===== config.mk =====
export PLATFORM = sky130hd
export DESIGN_NAME = io_pad_ctrl_mc
export DESIGN_NICKNAME = d
export VERILOG_FILES = /design/src/rtl/io_pad_ctrl_mc.sv
export SDC_FILE = /design/constraint.sdc
export NUM_CORES = 1
export LEC_CHECK = 0
export ABC_CLOCK_PERIOD_IN_PS = 2690
export BUFFER_PORTS_ARGS = -buffer_cell sky130_fd_sc_hd__buf_2
export CORE_AREA = 2 2 54 56
export DETAILED_ROUTE_END_ITERATION = 16
export DIE_AREA = 0 0 56 58
export PLACE_DENSITY_LB_ADDON = 0.2
export SLEW_MARGIN = 15
export SYNTH_ARGS = -nofsm -noshare
export SYNTH_HDL_FRONTEND = slang
export SYNTH_SLANG_ARGS = --single-unit

===== constraint.sdc =====
create_clock -name clk -period 2.69 [get_ports clk]
set_input_delay 0.1345 -clock clk [delete_from_list [all_inputs] [get_ports clk]]
set_output_delay 0.1345 -clock clk [all_outputs]
set_load 0.005 [all_outputs]

===== src/rtl/io_pad_ctrl_mc.sv =====
// Multi-core pad-ring controller: reset synchroniser, per-core straps and status,
// host halt/run request/acknowledge sequencer with ack timeout, and wake pulses.
module io_pad_ctrl_mc #(
    parameter int NUM_CORES       = 2,
    parameter int RST_SYNC_STAGES = 2,
    parameter int ARCNUM_BASE     = 0,
    parameter int TO_W            = 8,
    parameter int ACK_TIMEOUT     = 200
) (
    input  logic                   clk,
    input  logic                   erst_n,
    output logic                   rst_a,
    output logic                   orst_n,
    input  logic                   host_halt_req,
    input  logic                   host_run_req,
    input  logic [NUM_CORES-1:0]   host_core_mask,
    input  logic                   host_wake,
    output logic [NUM_CORES-1:0]   arc_halt_req_a,
    output logic [NUM_CORES-1:0]   arc_run_req_a,
    input  logic [NUM_CORES-1:0]   arc_halt_ack,
    input  logic [NUM_CORES-1:0]   arc_run_ack,
    output logic [NUM_CORES-1:0]   arc_wake_evt_a,
    input  logic [NUM_CORES-1:0]   sys_halt_r,
    input  logic [NUM_CORES-1:0]   sys_sleep_r,
    output logic [8*NUM_CORES-1:0] arcnum,
    output logic                   en,
    output logic                   test_mode,
    output logic                   ctrl_busy,
    output logic                   ctrl_done,
    output logic                   ctrl_timeout
);

    typedef enum logic [1:0] {IDLE, HALT_WAIT, RUN_WAIT, DONE} state_t;

    localparam logic [TO_W-1:0] TO_LAST = TO_W'(ACK_TIMEOUT - 1);

    logic [RST_SYNC_STAGES-1:0] sync_q;
    state_t                     state_q, state_d;
    logic [NUM_CORES-1:0]       pend_q, pend_d;
    logic [NUM_CORES-1:0]       halt_q, halt_d;
    logic [NUM_CORES-1:0]       run_q, run_d;
    logic [TO_W-1:0]            timer_q, timer_d;
    logic                       done_q, done_d;
    logic                       timeout_q, timeout_d;
    logic [NUM_CORES-1:0]       wake_q;

    // Async assert, sync release: a 1 must walk the whole chain before rst_a drops
    always_ff @(posedge clk or negedge erst_n) begin
        if (!erst_n) begin
            sync_q <= '0;
        end else begin
            sync_q <= {sync_q[RST_SYNC_STAGES-2:0], 1'b1};
        end
    end

    assign rst_a  = ~sync_q[RST_SYNC_STAGES-1];
    assign orst_n = sync_q[RST_SYNC_STAGES-1];

    for (genvar i = 0; i < NUM_CORES; i++) begin : g_arcnum
        assign arcnum[8*i +: 8] = 8'(ARCNUM_BASE + i);
    end

    assign en        = ~&sys_halt_r;
    assign test_mode = 1'b0;

    always_comb begin
        state_d   = state_q;
        pend_d    = pend_q;
        halt_d    = halt_q;
        run_d     = run_q;
        timer_d   = timer_q;
        done_d    = 1'b0;
        timeout_d = 1'b0;
        case (state_q)
            IDLE: begin
                timer_d = '0;
                if (host_halt_req) begin
                    pend_d  = host_core_mask;
                    halt_d  = host_core_mask;
                    state_d = (host_core_mask == '0) ? DONE : HALT_WAIT;
                end else if (host_run_req) begin
                    pend_d  = host_core_mask;
                    run_d   = host_core_mask;
                    state_d = (host_core_mask == '0) ? DONE : RUN_WAIT;
                end
            end
            HALT_WAIT, RUN_WAIT: begin
                // Acks on cores not pending are masked off by pend
                if (state_q == HALT_WAIT) begin
                    pend_d = pend_q & ~arc_halt_ack;
                    halt_d = halt_q & ~arc_halt_ack;
                end else begin
                    pend_d = pend_q & ~arc_run_ack;
                    run_d  = run_q & ~arc_run_ack;
                end
                if (pend_d == '0) begin
                    state_d = DONE;
                end else if (timer_q == TO_LAST) begin
                    pend_d    = '0;
                    halt_d    = '0;
                    run_d     = '0;
                    timeout_d = 1'b1;
                    state_d   = IDLE;
                end else begin
                    timer_d = timer_q + 1'b1;
                end
            end
            DONE: begin
                done_d  = 1'b1;
                timer_d = '0;
                state_d = IDLE;
            end
            default: state_d = IDLE;
        endcase
    end

    // Sequencer is held idle for as long as the synchronised reset is asserted
    always_ff @(posedge clk or negedge erst_n) begin
        if (!erst_n) begin
            state_q   <= IDLE;
            pend_q    <= '0;
            halt_q    <= '0;
            run_q     <= '0;
            timer_q   <= '0;
            done_q    <= 1'b0;
            timeout_q <= 1'b0;
        end else if (rst_a) begin
            state_q   <= IDLE;
            pend_q    <= '0;
            halt_q    <= '0;
            run_q     <= '0;
            timer_q   <= '0;
            done_q    <= 1'b0;
            timeout_q <= 1'b0;
        end else begin
            state_q   <= state_d;
            pend_q    <= pend_d;
            halt_q    <= halt_d;
            run_q     <= run_d;
            timer_q   <= timer_d;
            done_q    <= done_d;
            timeout_q <= timeout_d;
        end
    end

    always_ff @(posedge clk or negedge erst_n) begin
        if (!erst_n) begin
            wake_q <= '0;
        end else begin
            wake_q <= {NUM_CORES{host_wake}} & sys_sleep_r;
        end
    end

    assign arc_halt_req_a = halt_q;
    assign arc_run_req_a  = run_q;
    assign arc_wake_evt_a = wake_q;
    assign ctrl_busy      = (state_q != IDLE);
    assign ctrl_done      = done_q;
    assign ctrl_timeout   = timeout_q;

endmodule

# After elaboration in Yosys (flattened, before gate mapping)
# Cells that the tools add are included.
# W data, S select, Z words.
dict set report word_totals {
  reg_bits 22
  input_bits 15
  output_inout_bits 29
  elab_cells 81
}
dict set report op_classes {
  add_sub_neg 1
  eq_ne 12
  muxes 38
  bitwise_logic 8
  n_reduce_logical 13
}
# op n
set op_table {}
lappend op_table {{$mux W2} 23}
lappend op_table {{$mux W8} 3}
lappend op_table {{$pmux W8 S2} 1}
lappend op_table {{$ne A3 B3 Y1 const B} 5}
lappend op_table {{$pmux W2 S2} 3}
lappend op_table {{$and A2 B2 Y2} 5}
lappend op_table {{$reduce_and A2 Y1} 5}
lappend op_table {{$add A8 B1 Y8 const B} 1}
lappend op_table {{$eq A8 B8 Y1 const B} 1}
lappend op_table {{$ne A4 B4 Y1 const B} 2}
lappend op_table {{$mux W1} 7}
lappend op_table {{$logic_not A2 Y1} 3}
lappend op_table {{$pmux W2 S3} 1}
lappend op_table {{$eq A2 B2 Y1 const B} 2}
lappend op_table {{$not A2 Y2} 2}
lappend op_table {{$reduce_or A2 Y1} 2}
lappend op_table {{$ne A3 B1 Y1 const B} 1}
lappend op_table {{$reduce_and A3 Y1} 1}
lappend op_table {{$eq A2 B1 Y1 const B} 1}
lappend op_table {{$reduce_bool A2 Y1} 1}
lappend op_table {{$logic_not A1 Y1} 1}
lappend op_table {{$not A1 Y1} 1}

# Logic depth before layout (Yosys ltp)
dict set report depth {
  depth_word 8
  ltp_mapped 7
  mapped_depth_nobuf 6
}

# Worst setup path after synthesis
# No wires, ideal clock.
dict set report synth_path {
  path_kind {reg2reg}
  from {register timer_q[0]}
  to {register state_q[1]}
  setup_ps 125
  arrival_time_ps 1702
  t_required_ps 2565
  setup_slack_ps 863
  stages_incl_launch_ff 7
  n_path_buf 1
  period_less_slack_ps 1827
  cell_sequence {dfrtp_1 > ha_1 > nand4_1 > or4_1 > buf_2 > a31o_4 > mux2_4}
}
dict set report synth_via {
  elab_chain_len 3
}
# item line
set synth_lines {}
lappend synth_lines {{from (decl)} 42} ;# logic [TO_W-1:0] timer_q, timer_d;
lappend synth_lines {{from (signal assigned)} 140} ;# timer_q <= timer_d;
lappend synth_lines {{$eq A8 B8 Y1} 98} ;# end else if (timer_q == TO_LAST) begin
lappend synth_lines {{$ne A4 B4 Y1 (no line)} --}
lappend synth_lines {{$reduce_and A2 Y1 (no line)} --}
lappend synth_lines {{to (signal assigned)} 136} ;# state_q <= state_d;
lappend synth_lines {{to (decl)} 38} ;# state_t state_q, state_d;
# Every way passes these cells.
# A chain may end at the register's enable or synchronous reset.

# Worst setup path after layout
dict set report layout_path {
  from {register state_q[1]}
  to {register halt_q[1], in the netlist arc_halt_req_a[1]}
}
dict set report layout_via {
  elab_chain_len 7
  elab_cells_between_ends 15
  cone_classes {4 x eq/ne; 7 x mux; 4 x reduce/logical}
}
# item line
set layout_lines {}
lappend layout_lines {{$eq A2 B1 Y1} {74, 89}}
lappend layout_lines {{$mux W2} 89} ;# if (state_q == HALT_WAIT) begin
lappend layout_lines {{$mux W2} 74} ;# case (state_q)
lappend layout_lines {{$logic_not A2 Y1} 96} ;# if (pend_d == '0) begin
lappend layout_lines {{$mux W2} 96}
lappend layout_lines {{$pmux W2 S2} 74}
lappend layout_lines {{$mux W2} 127} ;# end else if (rst_a) begin
lappend layout_lines {{to (signal assigned)} 138} ;# halt_q <= halt_d;
lappend layout_lines {{to (decl)} 40} ;# logic [NUM_CORES-1:0] halt_q, halt_d;
# Several ways; a longest one is shown, not always the timed one. The select of a mux whose other input is x is not followed.

==> out/metrics.yaml <==
layout:
  n_antenna_cell: 0
  multi_input_area_um2: 696
  final_common_cell: "buf_2"
  stdcell_count: 204
  drive_above_1_share_pct: 19.1
  final_nets: 194
  register_area_um2: 551
  nFillCells: 240
  final_cell_mix: "26 x buf_2, 22 x dfrtp_1, 18 x conb_1"
  area_growth_pct: 10.8
setup_path:
  worstPathRequired_ns: 2.93
  start_kind: "flop"
  cp-end-kind: "flop"
  critPathArrivalTime_ns: 2.59
  critPathKind: "flop to flop"
  worstPathMaxFanout: 17
synth:
  synth_edf_count: 0
  yosysWarnings: 0
  synth_largest_type_area_fraction_pct: 40.7
  yosysUniqueCellTypes: 42
  ys.flop_type: "dfrtp_1"
  synth.ff_latch_count: 22
  syn_inst: 147
  synth_area_per_cell_um2: 9.21
  syn_area_um2: 1350
  synth_area_leaders: "dfrtp_1 41%, buf_4 9.4%, ha_1 4.6%"
  yosys.area.top_type: "dfrtp_1"
  async_reset_ff_share_pct: 100
  synth-seq-area-share_pct: 40.7
detailed_routing:
  dr.pass1.iters: 4
  via_per_inst: 5.61
  post_drt_wl_per_cell_um: 13.9
  drtIter0Drc: 31
  drtAntennaViolNets: 0
  wl_mm: 2.83
  vias: 1144
  drc: 0
timing:
  skew_ns: 0.00269
  relSlewSlack_pct: 25.0
  finalSetupViolCount: 0
  hold_violations: 0
  fmax_ghz: 0.425
  worst_pin_slew_ns: 1.12
  final.setup.tns_ns: 0
  period_needed_ns: 2.35
  drv_slew: 0
  rsz0062_at_grt: "false"
  min_period_over_period_pct: 87.4
placed_design:
  dp_hpwl_mm: 2.09
  routabilityCongestion: 0.889
  port_buffers: 26
  dpl.cell_count: 199
die:
  design.core.area_um2: 2660
  fp-row-count: 19
  ios: 44
  die_area_um2: 3250
  die-height_um: 58
  die_w_um: 56
  start_util_pct: 50.8
global_routing:
  gr-total-overflow: 0
  antenna_found_initial: 0
  grt.total_usage_pct: 18.4
  grt_pass1_wl_mm: 4.77
  grt_max_degree: 23
  grt_pass1_vias: 1070
pwr:
  pwr-share-comb_pct: 41.8
  ir_drop_mv: 0.576
  power_switching_mw: 0.446
  power_density_nw_per_um2: 785
  pwr-share-seq_pct: 36.7
  p_int_mw: 0.731
  p_sw_share_pct: 37.9
  p_leak_nw: 0.720
  p_total_mw: 1.18
  clock_power_share_pct: 21.4
cts:
  path_clk_slew_ns: 0.12
  insertion_delay_ns: 0.31
  cts_made_buffers: 3
  cts-htree-levels: 1
  cts_tree: "done"
  clockBufferDepth: 2
  clockRootBuffer: "clkbuf_4"
  cts_setup_buffers: 0
  cts.repair.resized: 0
  cts.sinks: 22
status:
  run_status: "finished clean"
job:
  drv_cap: 0
worst_hold_path:
  min_path_type: "primary input to flop"
timing repair:
item                                    4_1_cts  5_1_grt
endpoints found under the setup margin        0        0
hold buffers                                  1        0
hold endpoints to repair                     22        0
area by class of cell:
class,count,area share (%)
Tap cell,31,2.59
Clock buffer,3,1.50
Sequential cell,22,36.7
Timing Repair Buffer,27,9.34
Inverter,6,1.50
Multi-Input combinational cell,114,46.4
Clock inverter,1,2.00
per-stage QoR:
step                      cell area (um2)  hold WS [ns]  setup slack, ns  utilization, %
final                                1500        0.0290            0.339            56.3
after global routing                 1500        0.0281           0.0750            56.3
after CTS                            1500        0.0205            0.323            56.3
after detailed placement             1440         0.135            0.348            54.0
after global placement               1440         0.120            0.520            54.0
after floorplan                      1410        -0.161            0.863               -
per-layer routing:
layer / up-vias / global-route usage (%) / share of wire (%)
met2: 50 / 29.9 / 45
met1: 534 / 24.6 / 47
met5: - / 0 / 0
li1: 553 / - / -
met3: 7 / 2.68 / 5.4
met4: 0 / 8.50 / 2.2
synthesized netlist by cell type, types with 2 or more instances:
cell	count
nor2_1	8
dfrtp_1	22
mux2i_1	2
nand4_1	4
clkbuf_1	2
nand2b_1	3
o21ai_0	10
or3_1	3
a22oi_1	2
inv_1	5
nand2_1	8
o31ai_1	2
ha_1	5
a31oi_1	2
a21oi_1	10
buf_4	17
or4_1	4
conb_1	2
buf_2	2
and2_1	5
nor3_1	2
nand3_1	7
critical path, stage by stage (launching register included):
cell and delay, ns:
dfrtp_1 0.39, inv_1 0.09, ha_1 0.23, nand2b_1 0.20, a32oi_1 0.93, nor2_1 0.22
o22ai_1 0.22
registers in the layout, summed over array words and instances (netlist names):
name	flops
arc_halt_req_a	2
timer_q	8
arc_run_req_a	2
sync_q	2
pend_q	2
state_q	2
arc_wake_evt_a	2
ctrl_done	1
ctrl_timeout	1
power groups by stage:
stage | clock [mW] | combinational (mW) | sequential, mW
floorplan | 0 | 0.369 | 0.430
detailed placement | 0 | 0.484 | 0.437
global placement | 0 | 0.472 | 0.433
finish | 0.252 | 0.492 | 0.432
CTS | 0.262 | 0.490 | 0.431
global route | 0.274 | 0.545 | 0.438
final timing paths:
check                                        from  cells past startpoint  slack (ns)                             to
max                        state_q[1]$_DFFE_PN0P_                      6        0.34  arc_halt_req_a[1]$_DFFE_PN0P_
max in group asynchronous                  erst_n                      2        2.06         state_q[1]$_DFFE_PN0P_
min reg2reg                   sync_q[0]$_DFF_PN0_                      0        0.36            sync_q[1]$_DFF_PN0_
min                                sys_sleep_r[0]                      2        0.03    arc_wake_evt_a[0]$_DFF_PN0_
min in group asynchronous                  erst_n                      2        0.30         timer_q[7]$_DFFE_PN0P_
max reg2reg                state_q[1]$_DFFE_PN0P_                      6        0.34  arc_halt_req_a[1]$_DFFE_PN0P_
cell families (layout without fill, tap and decap cells):
kind of cell | Yosys count | after routing | synth area share (%)
simple gates | 49 | 49 | 19.6
mux | 3 | 3 | 2.59
compound gates | 39 | 39 | 19.6
other cells | 2 | 18 | 0.555
flops | 22 | 22 | 40.7
fa+ha+maj | 5 | 5 | 4.62
buf+inv | 27 | 37 | 12.4
Note: power is estimated with default switching activity, not from simulation.
